===== src/rtl/cdm_acc_pkg.sv =====
// ============================================================================
// cdm_acc_pkg : state encoding and default widths for the cdm16 accumulation stage
// Revision    : 1.0
// ============================================================================
`default_nettype none

package cdm_acc_pkg;

   localparam int unsigned CDM_PW = 32;
   localparam int unsigned CDM_AW = 40;
   localparam int unsigned CDM_CW = 8;

   typedef enum logic [1:0] {
      ST_IDLE = 2'd0,
      ST_ACC  = 2'd1,
      ST_DONE = 2'd2
   } acc_state_t;

endpackage

`default_nettype wire


===== src/rtl/cdm_acc_add.sv =====
// ============================================================================
// cdm_acc_add : AW-bit unsigned adder with carry-out; clamps to all-ones on
//               carry when CDM_ACC_SAT_EN is defined, otherwise wraps.
// Revision    : 1.0
// ============================================================================
`default_nettype none

module cdm_acc_add #(
   parameter int unsigned AW = 40
) (
   input  logic [AW-1:0] i_a,
   input  logic [AW-1:0] i_b,
   output logic [AW-1:0] o_sum,
   output logic          o_carry
);

   logic [AW-1:0] w_raw;
   logic          w_carry;

   assign {w_carry, w_raw} = {1'b0, i_a} + {1'b0, i_b};
   assign o_carry          = w_carry;

`ifdef CDM_ACC_SAT_EN
   // A clamped accumulator is all-ones, so any further non-zero term carries again and stays clamped.
   assign o_sum = w_carry ? {AW{1'b1}} : w_raw;
`else
   assign o_sum = w_raw;
`endif

endmodule

`default_nettype wire


===== src/rtl/cdm16_acc_stage.sv =====
// ============================================================================
// cdm16_acc_stage : sums len unsigned products from cdm16_f883 over valid/ready
//                   and presents the result on a valid/ready port.
//                   Optional saturation: define CDM_ACC_SAT_EN.
// Revision        : 1.0
// ============================================================================
`default_nettype none

module cdm16_acc_stage
   import cdm_acc_pkg::*;
#(
   parameter int unsigned PW = CDM_PW,
   parameter int unsigned AW = CDM_AW,
   parameter int unsigned CW = CDM_CW
) (
   input  logic          clk,
   input  logic          rst_n,
   input  logic          start,
   input  logic [CW-1:0] len,
   input  logic          p_valid,
   output logic          p_ready,
   input  logic [PW-1:0] p_data,
   output logic          acc_valid,
   input  logic          acc_ready,
   output logic [AW-1:0] acc_data,
   output logic          acc_ovf,
   output logic          busy
);

   acc_state_t    r_state;
   logic [AW-1:0] r_acc;
   logic          r_ovf;
   logic [CW-1:0] r_count;

   logic [AW-1:0] w_p_ext;
   logic [AW-1:0] w_sum;
   logic          w_carry;
   logic          w_take;

   assign w_p_ext = AW'(p_data);
   assign w_take  = p_valid && p_ready;

   cdm_acc_add #(.AW(AW)) u_add (
      .i_a     (r_acc),
      .i_b     (w_p_ext),
      .o_sum   (w_sum),
      .o_carry (w_carry)
   );

   always_ff @(posedge clk or negedge rst_n) begin
      if (!rst_n) begin
         r_state   <= ST_IDLE;
         r_acc     <= '0;
         r_ovf     <= 1'b0;
         r_count   <= '0;
         acc_data  <= '0;
         acc_ovf   <= 1'b0;
         acc_valid <= 1'b0;
         p_ready   <= 1'b0;
         busy      <= 1'b0;
      end else begin
         case (r_state)
            ST_IDLE: begin
               if (start) begin
                  r_acc <= '0;
                  r_ovf <= 1'b0;
                  busy  <= 1'b1;
                  if (len != '0) begin
                     r_count <= len;
                     p_ready <= 1'b1;
                     r_state <= ST_ACC;
                  end else begin
                     acc_data  <= '0;
                     acc_ovf   <= 1'b0;
                     acc_valid <= 1'b1;
                     r_state   <= ST_DONE;
                  end
               end
            end
            ST_ACC: begin
               if (w_take) begin
                  r_acc   <= w_sum;
                  r_ovf   <= r_ovf | w_carry;
                  r_count <= r_count - CW'(1);
                  // Result registers load straight from the adder so the last term is included.
                  if (r_count == CW'(1)) begin
                     acc_data  <= w_sum;
                     acc_ovf   <= r_ovf | w_carry;
                     acc_valid <= 1'b1;
                     p_ready   <= 1'b0;
                     r_state   <= ST_DONE;
                  end
               end
            end
            ST_DONE: begin
               if (acc_ready) begin
                  acc_valid <= 1'b0;
                  busy      <= 1'b0;
                  r_state   <= ST_IDLE;
               end
            end
            default: begin
               acc_valid <= 1'b0;
               p_ready   <= 1'b0;
               busy      <= 1'b0;
               r_state   <= ST_IDLE;
            end
         endcase
      end
   end

endmodule

`default_nettype wire


===== config.mk =====
export PLATFORM = sky130hd
export DESIGN_NAME = cdm16_acc_stage
export DESIGN_NICKNAME = d
export VERILOG_FILES = /design/src/rtl/cdm_acc_pkg.sv /design/src/rtl/cdm_acc_add.sv /design/src/rtl/cdm16_acc_stage.sv
export SDC_FILE = /design/constraint.sdc
export NUM_CORES = 1
export LEC_CHECK = 0
export ABC_AREA = 0
export BUFFER_PORTS_ARGS = -buffer_cell sky130_fd_sc_hd__buf_2
export CORE_MARGIN = 2
export CORE_UTILIZATION = 55
export CTS_BUF_LIST = sky130_fd_sc_hd__clkbuf_2
export DETAILED_ROUTE_END_ITERATION = 10
export PLACE_DENSITY_LB_ADDON = 0.3
export SLEW_MARGIN = 5
export SYNTH_ARGS = -nofsm -noshare
export SYNTH_HDL_FRONTEND = slang
export SYNTH_HIERARCHICAL = 1
export SYNTH_SLANG_ARGS = --single-unit

===== constraint.sdc =====
create_clock -name clk -period 3.35 [get_ports clk]
set_input_delay 0 -clock clk [delete_from_list [all_inputs] [get_ports clk]]
set_output_delay 0 -clock clk [all_outputs]
set_load 0.02 [all_outputs]

Word level (Yosys, flattened, before mapping):

Index checks and enable logic that the tools add are counted.

* add/subtract/negate cells: 2
* bitwise operators: 3
* equality and inequality tests: 9
* reductions and logical operators: 11
* mux-type cells: 39

Operators by type and width (number)
* 40-bit two-way mux: 6
* 40-bit one-hot mux with 2 select lines: 2
* 40-bit by 32-bit adder with 41-bit output: 1
* 8-bit two-way mux: 3
* 1-bit two-way mux: 16
* 8-bit one-hot mux with 2 select lines: 1
* 5-bit AND reduction: 3
* 2-bit inequality test, second input constant: 6
* 2-bit two-way mux: 5
* 1-bit one-hot mux with 3 select lines: 3
* 8-bit by 1-bit == test with 1-bit output, second input constant: 1
* 4-bit AND reduction: 2
* 8-bit nonzero test: 1
* 8-bit by 1-bit subtractor with 8-bit output, second input constant: 1
* 2-bit one-hot mux with 3 select lines: 1
* 3-bit AND reduction: 2
* 1-bit one-hot mux with 2 select lines: 2
* 2-bit by 1-bit == test with 1-bit output, second input constant: 1
* 2-bit == test, second input constant: 1
* 2-bit zero test: 1
* 1-bit inverter: 2
* 2-bit nonzero test: 1
* 1-bit logical AND: 1
* 1-bit OR: 1

* input bits: 45
* bits in registers: 95
* logic and storage cells: 73
* output and inout bits: 44

Longest topological paths before layout:

Gate-level depths: netlist (run 1).

* word-level depth: 5
* mapped depth: 12
* gate-level depth less buffers: 12

Hierarchy:

Netlist (run 1), hierarchy kept.

Modules (own cells, without submodules)
* cdm16_acc_stage: cells an instance 375, sequential area each 2377.3 µm², instances 1, area each 4091.4 µm²
* cdm_acc_add: cells an instance 322, sequential area each 0.0 µm², instances 1, area each 2214.6 µm²

Worst setup path after synthesis (run 1):

Ideal clock, no wire load.

* path kind: flip-flop to flip-flop
* start point: register r_acc[0]
* end point: register acc_data[30]
* library setup time: 0.127 ns
* arrival: 2.700 ns
* path slack: 0.523 ns
* cell stages (with the launch flop): 13
* data required time: 3.223 ns
* path buffers: 0
* period minus slack after synthesis: 2.827 ns
* cells stage by stage: dfrtp_1 > ha_1 > fa_1 > a211oi_1 > o21ai_0 > nand3_1 > a21oi_1 > o31ai_1 > nand2_1 > a21boi_0 > xnor2_1 > and2_1 > mux2_1

* word-level cells in the longest chain between the ends: 4

Ends and longest elaborated chain
* start: declaration: RTL line cdm16_acc_stage.sv:31 `logic [AW-1:0] r_acc;`
* start signal: assignment: RTL line cdm16_acc_stage.sv:82 `r_acc <= w_sum;`
* 40-bit by 32-bit adder with 41-bit output: RTL line cdm_acc_add.sv:20 `assign {w_carry, w_raw} = {1'b0, i_a} + {1'b0, i_b};`
* net w_sum[30]: RTL line cdm16_acc_stage.sv:36 `logic [AW-1:0] w_sum;`
* 40-bit two-way mux: RTL line cdm16_acc_stage.sv:86 `if (r_count == CW'(1)) begin`
* 40-bit two-way mux: RTL line cdm16_acc_stage.sv:81 `if (w_take) begin`
* 40-bit one-hot mux with 2 select lines: RTL line cdm16_acc_stage.sv:62 `case (r_state)`
* end signal: assignment: RTL line cdm16_acc_stage.sv:87 `acc_data <= w_sum;`
* end: declaration: RTL line cdm16_acc_stage.sv:25 `output logic [AW-1:0] acc_data,`

The timed path passes the listed nets, and every way through them passes these cells. The select of a mux whose other input is x is not followed.
A chain may end at the register's enable or synchronous reset.

Final worst setup path (run 1):

* start point: register r_acc[0]
* end point: register r_acc[36]

* word-level cells in the longest chain between the ends: 3

Ends and longest elaborated chain (RTL line)
* 40-bit by 32-bit adder with 41-bit output: cdm_acc_add.sv:20
* net w_sum[36]: cdm16_acc_stage.sv:36
* 40-bit two-way mux: cdm16_acc_stage.sv:81
* 40-bit one-hot mux with 2 select lines: cdm16_acc_stage.sv:62

The timed path passes the listed nets, and every way through them passes these cells. The select of a mux whose other input is x is not followed.

==> tab_implementation.tex, run 1 <==
\begin{tabular}{lr}
\hline
Metric & Value \\
\hline
\multicolumn{2}{l}{\textbf{Logic synthesis}} \\
\quad EDFF count, synth & 0 \\
\quad Leading cell types by count after synthesis & 95 x dfrtp\_1, 93 x nand2\_1, 62 x o21ai\_0, 53 x a21oi\_1, 44 x inv\_1 \\
\quad Sequential share of the synthesized area & 37.70\% \\
\quad Post-synth design cell area & 0.006306 mm\^{}2 \\
\quad Synth async-reset ratio & 100.0\% \\
\quad Most used standard cell by instance count after synthesis & dfrtp\_1 \\
\quad Instance count of the mapped netlist & 697 \\
\quad Main synth FF type & dfrtp\_1 \\
\quad Average cell area after synthesis & 9.047 um\^{}2 \\
\quad Count of distinct cell types in the synthesized netlist & 64 \\
\quad Yosys Warn Count & 6 \\
\quad Largest area contributor in the synthesized netlist & dfrtp\_1 \\
\quad Area share of the largest cell type after synthesis & 37.70\% \\
\quad Number of synthesized register bits & 95 \\
\quad Main area contributors after synthesis & dfrtp\_1 38\%, ha\_1 8.3\%, nand2\_1 5.5\%, o21ai\_0 4.9\%, mux2i\_1 4.8\% \\
\multicolumn{2}{l}{\textbf{CTS}} \\
\quad Num Clock Sinks & 95 \\
\quad H-Tree Depth & 3 \\
\quad CTS tree & yes \\
\quad Cell at the root of the clock tree & clkbuf\_2 \\
\quad Clock-pin slew of the registers on the worst-case setup and hold paths & 0.27 ns \\
\quad Cts bufs inserted & 9 \\
\quad Clock tree buffer depth & 2 \\
\quad Clock latency reported for the late side of the worst-skew pair & 0.63 ns \\
\multicolumn{2}{l}{\textbf{STA}} \\
\quad Final Max Slew Viols & 0 \\
\quad Transition time at the pin with the least slew margin & 1.026 ns \\
\quad Max Freq & 316.0 MHz \\
\quad Worst setup margin & 0.1859 ns \\
\quad Fraction of the cycle the final worst path needs & 94.45\% \\
\quad Setup skew after layout & 0.02404 ns \\
\quad Setup repair after global routing missed its margin & yes \\
\quad Final setup violation count & 0 \\
\quad Shortest clock period the worst path allows after layout & 3.164 ns \\
\quad Final hold viol count & 0 \\
\quad Max transition margin & 31.61\% \\
\quad Post-Route Hold Slack & 0.05515 ns \\
\multicolumn{2}{l}{\textbf{Drt}} \\
\quad Detail-routed net length per standard cell & 15.45 um \\
\quad Count of vias placed by the detailed router & 5,524 \\
\quad Drt total wl & 14,950 um \\
\quad 1st-pass router iterations & 5 \\
\quad Residual DRC & 0 \\
\quad Residual antenna-violating net count after detailed routing & 0 \\
\quad Initial detailed-routing violation count & 313 \\
\quad Detailed-route vias per instance & 5.707 \\
\multicolumn{2}{l}{\textbf{GRT}} \\
\quad Wire length of the first global-routing pass & 25,230 um \\
\quad Total routing usage reported by global routing & 24.70\% \\
\quad GRT Residual Overflow & 0 \\
\quad Number of global-route vias before repair & 5,424 \\
\quad Maximum number of pins on one net before global-route repair & 82 \\
\quad Number of antenna violations at the first check in global routing & 0 \\
\multicolumn{2}{l}{\textbf{Power}} \\
\quad Total power consumption of the routed design & 0.007262 W \\
\quad Worst vdd rail ir drop & 0.5078 mV \\
\quad Leak & 3.550 nW \\
\quad Power per cell area & 968.9 mW/mm\^{}2 \\
\multicolumn{2}{l}{\textbf{Outcome}} \\
\quad Result of the run & complete, no violations \\
\multicolumn{2}{l}{\textbf{Run}} \\
\quad Number of violations of the max-capacitance limit & 0 \\
\multicolumn{2}{l}{\textbf{Placed design}} \\
\quad Worst setup timing slack at the placement stage & 0.1453 ns \\
\quad GPL Wtd Cong & 0.8870 \\
\quad Final HPWL DP & 10,610 um \\
\quad Buffers on Ports & 88 \\
\multicolumn{2}{l}{\textbf{Floorplan}} \\
\quad Placement Rows & 39 \\
\quad Core region area & 0.01132 mm\^{}2 \\
\quad Initial Util & 55.70\% \\
\quad Die outline height & 111.1 um \\
\quad Die Outline Area & 0.01234 mm\^{}2 \\
\quad Num ports & 89 \\
\quad Horiz. Die Dim & 111.1 um \\
\multicolumn{2}{l}{\textbf{Setup path}} \\
\quad Worst Reg2Reg Path Length in Cells & 12 \\
\quad Data arrival time of the critical path & 3.75 ns \\
\quad Worst R2R End & r\_acc[36] \\
\quad Required time at the worst-slack endpoint & 3.93 ns \\
\quad Slowest cell on the critical path & fa\_1 \\
\quad Element type at the critical path start & flip-flop \\
\quad Worst stage delay on the critical path & 0.45 ns \\
\quad Critical path, cell by cell & ha\_1 > fa\_1 > a211oi\_2 > o21ai\_0 > a21oi\_1 > nand3\_1 > nand3\_1 > and2\_1 > o21ai\_1 > o311ai\_1 > and2\_1 > mux2\_2 \\
\quad Critical R2R Launch & r\_acc[0] \\
\quad Minimum setup slack among reg-to-reg paths & 0.19 ns \\
\quad Max FO, Critical Path & 3 \\
\quad Type of element capturing the critical path & flip-flop \\
\quad Kind of critical path & flip-flop to flip-flop \\
\multicolumn{2}{l}{\textbf{Finish}} \\
\quad Total inserted antenna cells & 0 \\
\quad Layout-stage area growth over the synthesis result & 18.85\% \\
\quad Fraction of final layout cells sized beyond drive strength 1 & 17.82\% \\
\quad Footprint of the multi-input gates & 0.003671 mm\^{}2 \\
\quad Final nets & 908 \\
\quad Storage cell area & 0.002377 mm\^{}2 \\
\quad Total of fill cells in the finished design & 930 \\
\multicolumn{2}{l}{\textbf{Min path}} \\
\quad Classification of the worst-slack hold path & input pin to asynchronous set/reset pin \\
\hline
\end{tabular}
## how the worst max path moves through the flow
stage	startpoint	end	slack (ns)	cells after the start
after floorplan	r_acc[0]	acc_data[30]	0.52	12
after global placement	r_acc[0]	acc_data[30]	0.26	12
after detailed placement	r_acc[0]	acc_data[30]	0.15	12
after CTS	r_acc[0]	r_acc[36]	0.09	12
after global routing	r_acc[6]	r_acc[19]	-0.03	12
final	r_acc[0]	r_acc[36]	0.19	12
## cells in the final DEF, fill, tap and decap left out, types with 6 or more instances in the layout
master / synthesis / layout
a211oi_1: 7 / 6
a21o_1: 14 / 14
a21oi_1: 53 / 52
and2_1: 14 / 14
buf_2: 5 / 87
buf_4: 4 / 7
clkbuf_2: 0 / 9
conb_1: 1 / 8
dfrtp_1: 95 / 95
dlygate4sd3_1: 0 / 43
ha_1: 42 / 39
inv_1: 44 / 44
mux2_1: 9 / 9
mux2_2: 15 / 15
mux2i_1: 30 / 30
nand2_1: 93 / 93
nand3_1: 12 / 12
nand4_1: 12 / 12
nor2_1: 29 / 29
nor3_1: 12 / 12
o21a_1: 6 / 6
o21ai_0: 62 / 62
o21bai_1: 7 / 7
xnor2_1: 22 / 22
xor2_1: 13 / 13
## layer usage
layer | routed length [um] | vias up | GRT usage, %
met1 | 6710 | 2658 | 32.52
met4 | 291 | 0 | 8.642
met2 | 7380 | 150 | 42.09
met3 | 569 | 24 | 3.390
li1 | - | 2692 | -
met5 | 0 | - | 0
## registers in the layout, summed over array words and instances (netlist names)
register and cells:
acc_data 40, r_acc 40, r_count 8, r_state 2
acc_ovf 1, acc_valid 1, busy 1, p_ready 1
r_ovf 1
## per-stage QoR
| stage | setup TNS (ns) | util [%] | std cells | cell area (um^2) |
|---|---|---|---|---|
| floorplan | 0 | - | 704 | 6332 |
| global placement | 0 | 60.41 | 907 | 6839 |
| detailed placement | 0 | 60.41 | 907 | 6839 |
| CTS | 0 | 65.66 | 966 | 7433 |
| global route | -0.05952 | 66.20 | 968 | 7495 |
| finish | 0 | 66.20 | 968 | 7495 |
## worst max-delay path, delay by kind of cell (launching register included)
family | cells | cell delay [ns]
AOI/OAI and AO/OA | 5 | 1.21
adders and majority gates | 2 | 0.70
and+or+nand+nor | 4 | 0.64
DFF | 1 | 0.44
muxes | 1 | 0.14
## cell families after synthesis
group	after synthesis	synth area share (%)
simple gates	198	14.80
compound gates	194	19.48
mux	54	9.048
buf+inv	77	5.397
xor+xnor	35	4.861
fa+ha+maj	43	8.651
flops	95	37.70
other cells	1	0.05947
## where the power goes
| group | switching, W | total, W | internal, W |
|---|---|---|---|
| Combinational | 0.00264 | 0.00451 | 0.00187 |
| Sequential | 0.000339 | 0.00201 | 0.00167 |
| Clock | 0.000415 | 0.000738 | 0.000324 |
## what timing repair did
action,4_1_cts,5_1_grt
setup buffers,0,2
endpoints found under the hold margin,144,0
hold buffers,43,0
gates resized for setup,0,10
setup endpoints to repair,0,10
## cell type report
class / count / share of cell area (%)
sequential: 95 / 31.72
timing repair buffer: 138 / 12.52
clock inverter: 7 / 1.586
multi-input combinational: 532 / 48.98
clock buffer: 9 / 0.6010
tap: 143 / 2.387
inverter: 44 / 2.204
Note: power is estimated with default switching activity, not from simulation.
==> inputs of run 2 (changes only) <==
--- a/config.mk
+++ b/config.mk
@@ -6,7 +6,7 @@
 export NUM_CORES = 1
 export LEC_CHECK = 0
 export ABC_AREA = 0
-export BUFFER_PORTS_ARGS = -buffer_cell sky130_fd_sc_hd__buf_2
+export BUFFER_PORTS_ARGS = -buffer_cell sky130_fd_sc_hd__clkbuf_2
 export CORE_MARGIN = 2
 export CORE_UTILIZATION = 55
 export CTS_BUF_LIST = sky130_fd_sc_hd__clkbuf_2
==> run 2 against run 1 <==
Effect of this change: highest routed layer unchanged; clock skew up 0.0014 ns; worst hold slack worse by 0.020 ns; sequential power about the same.
==> tab_implementation.tex, run 2 (synthesis results as in run 1) <==
\begin{tabular}{lr}
\hline
Metric & Value \\
\hline
\multicolumn{2}{l}{\textbf{Outcome}} \\
\quad Result of the run & complete, no violations \\
\multicolumn{2}{l}{\textbf{STA}} \\
\quad Max Freq & 320.5 MHz (+1.4\%) \\
\quad Setup repair after global routing missed its margin & no \\
\quad Transition time at the pin with the least slew margin & 0.8986 ns (-0.1273 ns) \\
\quad Max transition margin & 40.09\% (+8.5 points) \\
\quad Final setup violation count & 0 (unchanged) \\
\quad Final Max Slew Viols & 0 (unchanged) \\
\quad Fraction of the cycle the final worst path needs & 93.15\% (-1.3 points) \\
\quad Setup skew after layout & 0.02539 ns (+0.001350 ns) \\
\quad Total negative setup slack & 0 ns (unchanged) \\
\quad Final hold viol count & 0 (unchanged) \\
\quad Shortest clock period the worst path allows after layout & 3.121 ns (-0.04354 ns) \\
\multicolumn{2}{l}{\textbf{GRT}} \\
\quad Number of antenna violations at the first check in global routing & 0 (unchanged) \\
\quad Total routing usage reported by global routing & 24.97\% (+0.27 points) \\
\quad Maximum number of pins on one net before global-route repair & 70 (-15\%) \\
\quad Wire length of the first global-routing pass & 25,480 um (+1.0\%) \\
\quad Number of global-route vias before repair & 5,573 (+2.7\%) \\
\quad GRT Residual Overflow & 0 (unchanged) \\
\multicolumn{2}{l}{\textbf{Floorplan}} \\
\quad Horiz. Die Dim & 111.1 um (unchanged) \\
\quad Num ports & 89 (unchanged) \\
\quad Placement Rows & 39 (unchanged) \\
\quad Die Outline Area & 0.01234 mm\^{}2 (unchanged) \\
\quad Core region area & 0.01132 mm\^{}2 (unchanged) \\
\quad Die outline height & 111.1 um (unchanged) \\
\quad Initial Util & 55.70\% (unchanged) \\
\multicolumn{2}{l}{\textbf{Power}} \\
\quad Power per cell area & 949.6 mW/mm\^{}2 (-2.0\%) \\
\quad Switching Share & 47.73\% (+1.0 points) \\
\quad Leak & 3.549 nW (about the same) \\
\quad Proportion of power drawn by combinational gates & 63.4\% (+1.3 points) \\
\quad Switching power & 0.003342 W (-1.5\%) \\
\quad Clk pwr share & 7.8\% (-2.4 points) \\
\quad Internal Pwr Total & 0.003660 W (-5.4\%) \\
\quad Sequential power share & 28.8\% (+1.1 points) \\
\quad Worst vdd rail ir drop & 0.5333 mV (+5.0\%) \\
\multicolumn{2}{l}{\textbf{Finish}} \\
\quad Footprint of the multi-input gates & 0.003635 mm\^{}2 (-0.99\%) \\
\quad Storage cell area & 0.002377 mm\^{}2 (unchanged) \\
\quad Total inserted antenna cells & 0 (unchanged) \\
\quad Final nets & 907 (-0.11\%) \\
\quad Most common cell after layout, fill and taps aside & clkbuf\_2 \\
\quad Core utilization of the finished layout & 65.13\% (-1.1 points) \\
\quad Fraction of final layout cells sized beyond drive strength 1 & 16.99\% (-0.83 points) \\
\quad Total of fill cells in the finished design & 927 (-0.32\%) \\
\quad Layout-stage area growth over the synthesis result & 16.92\% \\
\quad Registers with the most flip-flops & acc\_data (40), r\_acc (40), r\_count (8) \\
\quad Most frequent cells in the layout & 97 x clkbuf\_2, 95 x dfrtp\_1, 93 x nand2\_1 \\
\multicolumn{2}{l}{\textbf{Placed design}} \\
\quad Final HPWL DP & 10,830 um (+2.1\%) \\
\quad Buffers on Ports & 88 (unchanged) \\
\quad GPL Wtd Cong & 0.9027 (+1.8\%) \\
\multicolumn{2}{l}{\textbf{Setup path}} \\
\quad Kind of critical path & flip-flop to flip-flop \\
\quad Data arrival time of the critical path & 3.63 ns (-0.12 ns) \\
\quad Element type at the critical path start & flip-flop \\
\quad Critical R2R Launch & r\_acc[9] \\
\quad Required time at the worst-slack endpoint & 3.86 ns (-0.07 ns) \\
\quad Launch point of the critical path & r\_acc[9] \\
\quad Type of element capturing the critical path & flip-flop \\
\quad Max FO, Critical Path & 5 (+2) \\
\multicolumn{2}{l}{\textbf{Drt}} \\
\quad Detail-routed net length per standard cell & 15.39 um (-0.35\%) \\
\quad Drt total wl & 14,880 um (-0.45\%) \\
\quad Residual DRC & 0 (unchanged) \\
\quad Detailed-route vias per instance & 5.728 (+0.38\%) \\
\quad 1st-pass router iterations & 5 (unchanged) \\
\quad Initial detailed-routing violation count & 303 (-3.2\%) \\
\quad Count of vias placed by the detailed router & 5,539 (+0.27\%) \\
\quad Residual antenna-violating net count after detailed routing & 0 (unchanged) \\
\multicolumn{2}{l}{\textbf{CTS}} \\
\quad Num Clock Sinks & 95 (unchanged) \\
\quad Cts bufs inserted & 9 (unchanged) \\
\quad CTS tree & yes \\
\quad H-Tree Depth & 3 (unchanged) \\
\quad Clock latency reported for the late side of the worst-skew pair & 0.60 ns (-0.03 ns) \\
\quad Clock-pin slew of the registers on the worst-case setup and hold paths & 0.25 ns (-0.02 ns) \\
\quad Cell at the root of the clock tree & clkbuf\_2 \\
\quad Post-CTS setup buffer count & 0 (unchanged) \\
\quad Clock tree buffer depth & 2 (unchanged) \\
\multicolumn{2}{l}{\textbf{Min path}} \\
\quad Classification of the worst-slack hold path & input pin to asynchronous set/reset pin \\
\multicolumn{2}{l}{\textbf{Run}} \\
\quad Number of violations of the max-capacitance limit & 0 (unchanged) \\
\hline
\end{tabular}
## run 2: cell type report
| class | count | share of cell area [%] |
|---|---|---|
| Clock buffer | 10 | 0.6788 |
| Multi-Input combinational cell | 532 | 49.30 |
| Clock inverter | 6 | 0.6957 |
| Tap cell | 143 | 2.427 |
| Sequential cell | 95 | 32.24 |
| Timing Repair Buffer | 137 | 12.42 |
| Inverter | 44 | 2.240 |
## run 2: power groups by stage
stage / clock [W] / sequential (W) / combinational, W
global route: 0.000619 / 0.00208 / 0.00497
detailed placement: 0 / 0.00204 / 0.00426
global placement: 0 / 0.00201 / 0.00416
floorplan: 0 / 0.00225 / 0.00303
CTS: 0.000570 / 0.00201 / 0.00437
finish: 0.000549 / 0.00202 / 0.00444
## run 2: repair_timing
item / 4_1_cts / 5_1_grt
endpoints found under the hold margin: 131 / 0
resized for setup: 0 / 3
setup endpoints to repair: 0 / 6
hold buffers: 42 / 0
## run 2: metal layers
metal  share of wire (%)  routed length, um  up-vias  GRT usage [%]
li1                    -                  -     2706              -
met1                  44               6526     2668          31.78
met2                  50               7446      139          43.23
met3                 4.0                601       26          3.718
met4                 2.1                310        0          9.383
met5                   0                  0        -              0
## run 2: worst paths after layout
kind	end	slack [ns]	cells past startpoint
setup / recovery	acc_data[39]	0.23	11
hold / removal	acc_data[7]	0.04	2
setup reg to reg	acc_data[39]	0.23	11
min in group clk	r_acc[27]	0.08	5
hold reg to reg	acc_data[29]	0.52	1
max in group asynchronous	r_acc[29]	2.55	3
## run 2: metrics by stage
stage / worst slack (ns) / hold WS, ns / instance area (um^2) / instances / total power, W
2_1_floorplan: 0.5229 / -0.2956 / 6332 / 704 / 0.005282
3_3_place_gp: 0.2566 / 0.1763 / 6842 / 909 / 0.006166
3_5_place_dp: 0.1498 / 0.1869 / 6842 / 909 / 0.006300
4_1_cts: 0.09682 / 0.001688 / 7363 / 967 / 0.006955
5_1_grt: 0.04337 / 0.07062 / 7373 / 967 / 0.007663
6_report: 0.2294 / 0.03543 / 7373 / 967 / 0.007002
## run 2: critical path: stages (launching register included)
cell	delay [ns]
dfrtp_1	0.45
ha_1	0.37
a21oi_2	0.22
o211ai_1	0.13
a221oi_2	0.30
a21oi_2	0.14
a41oi_4	0.33
a31oi_2	0.21
a311oi_2	0.34
xnor2_1	0.10
and2_1	0.15
mux2_1	0.29
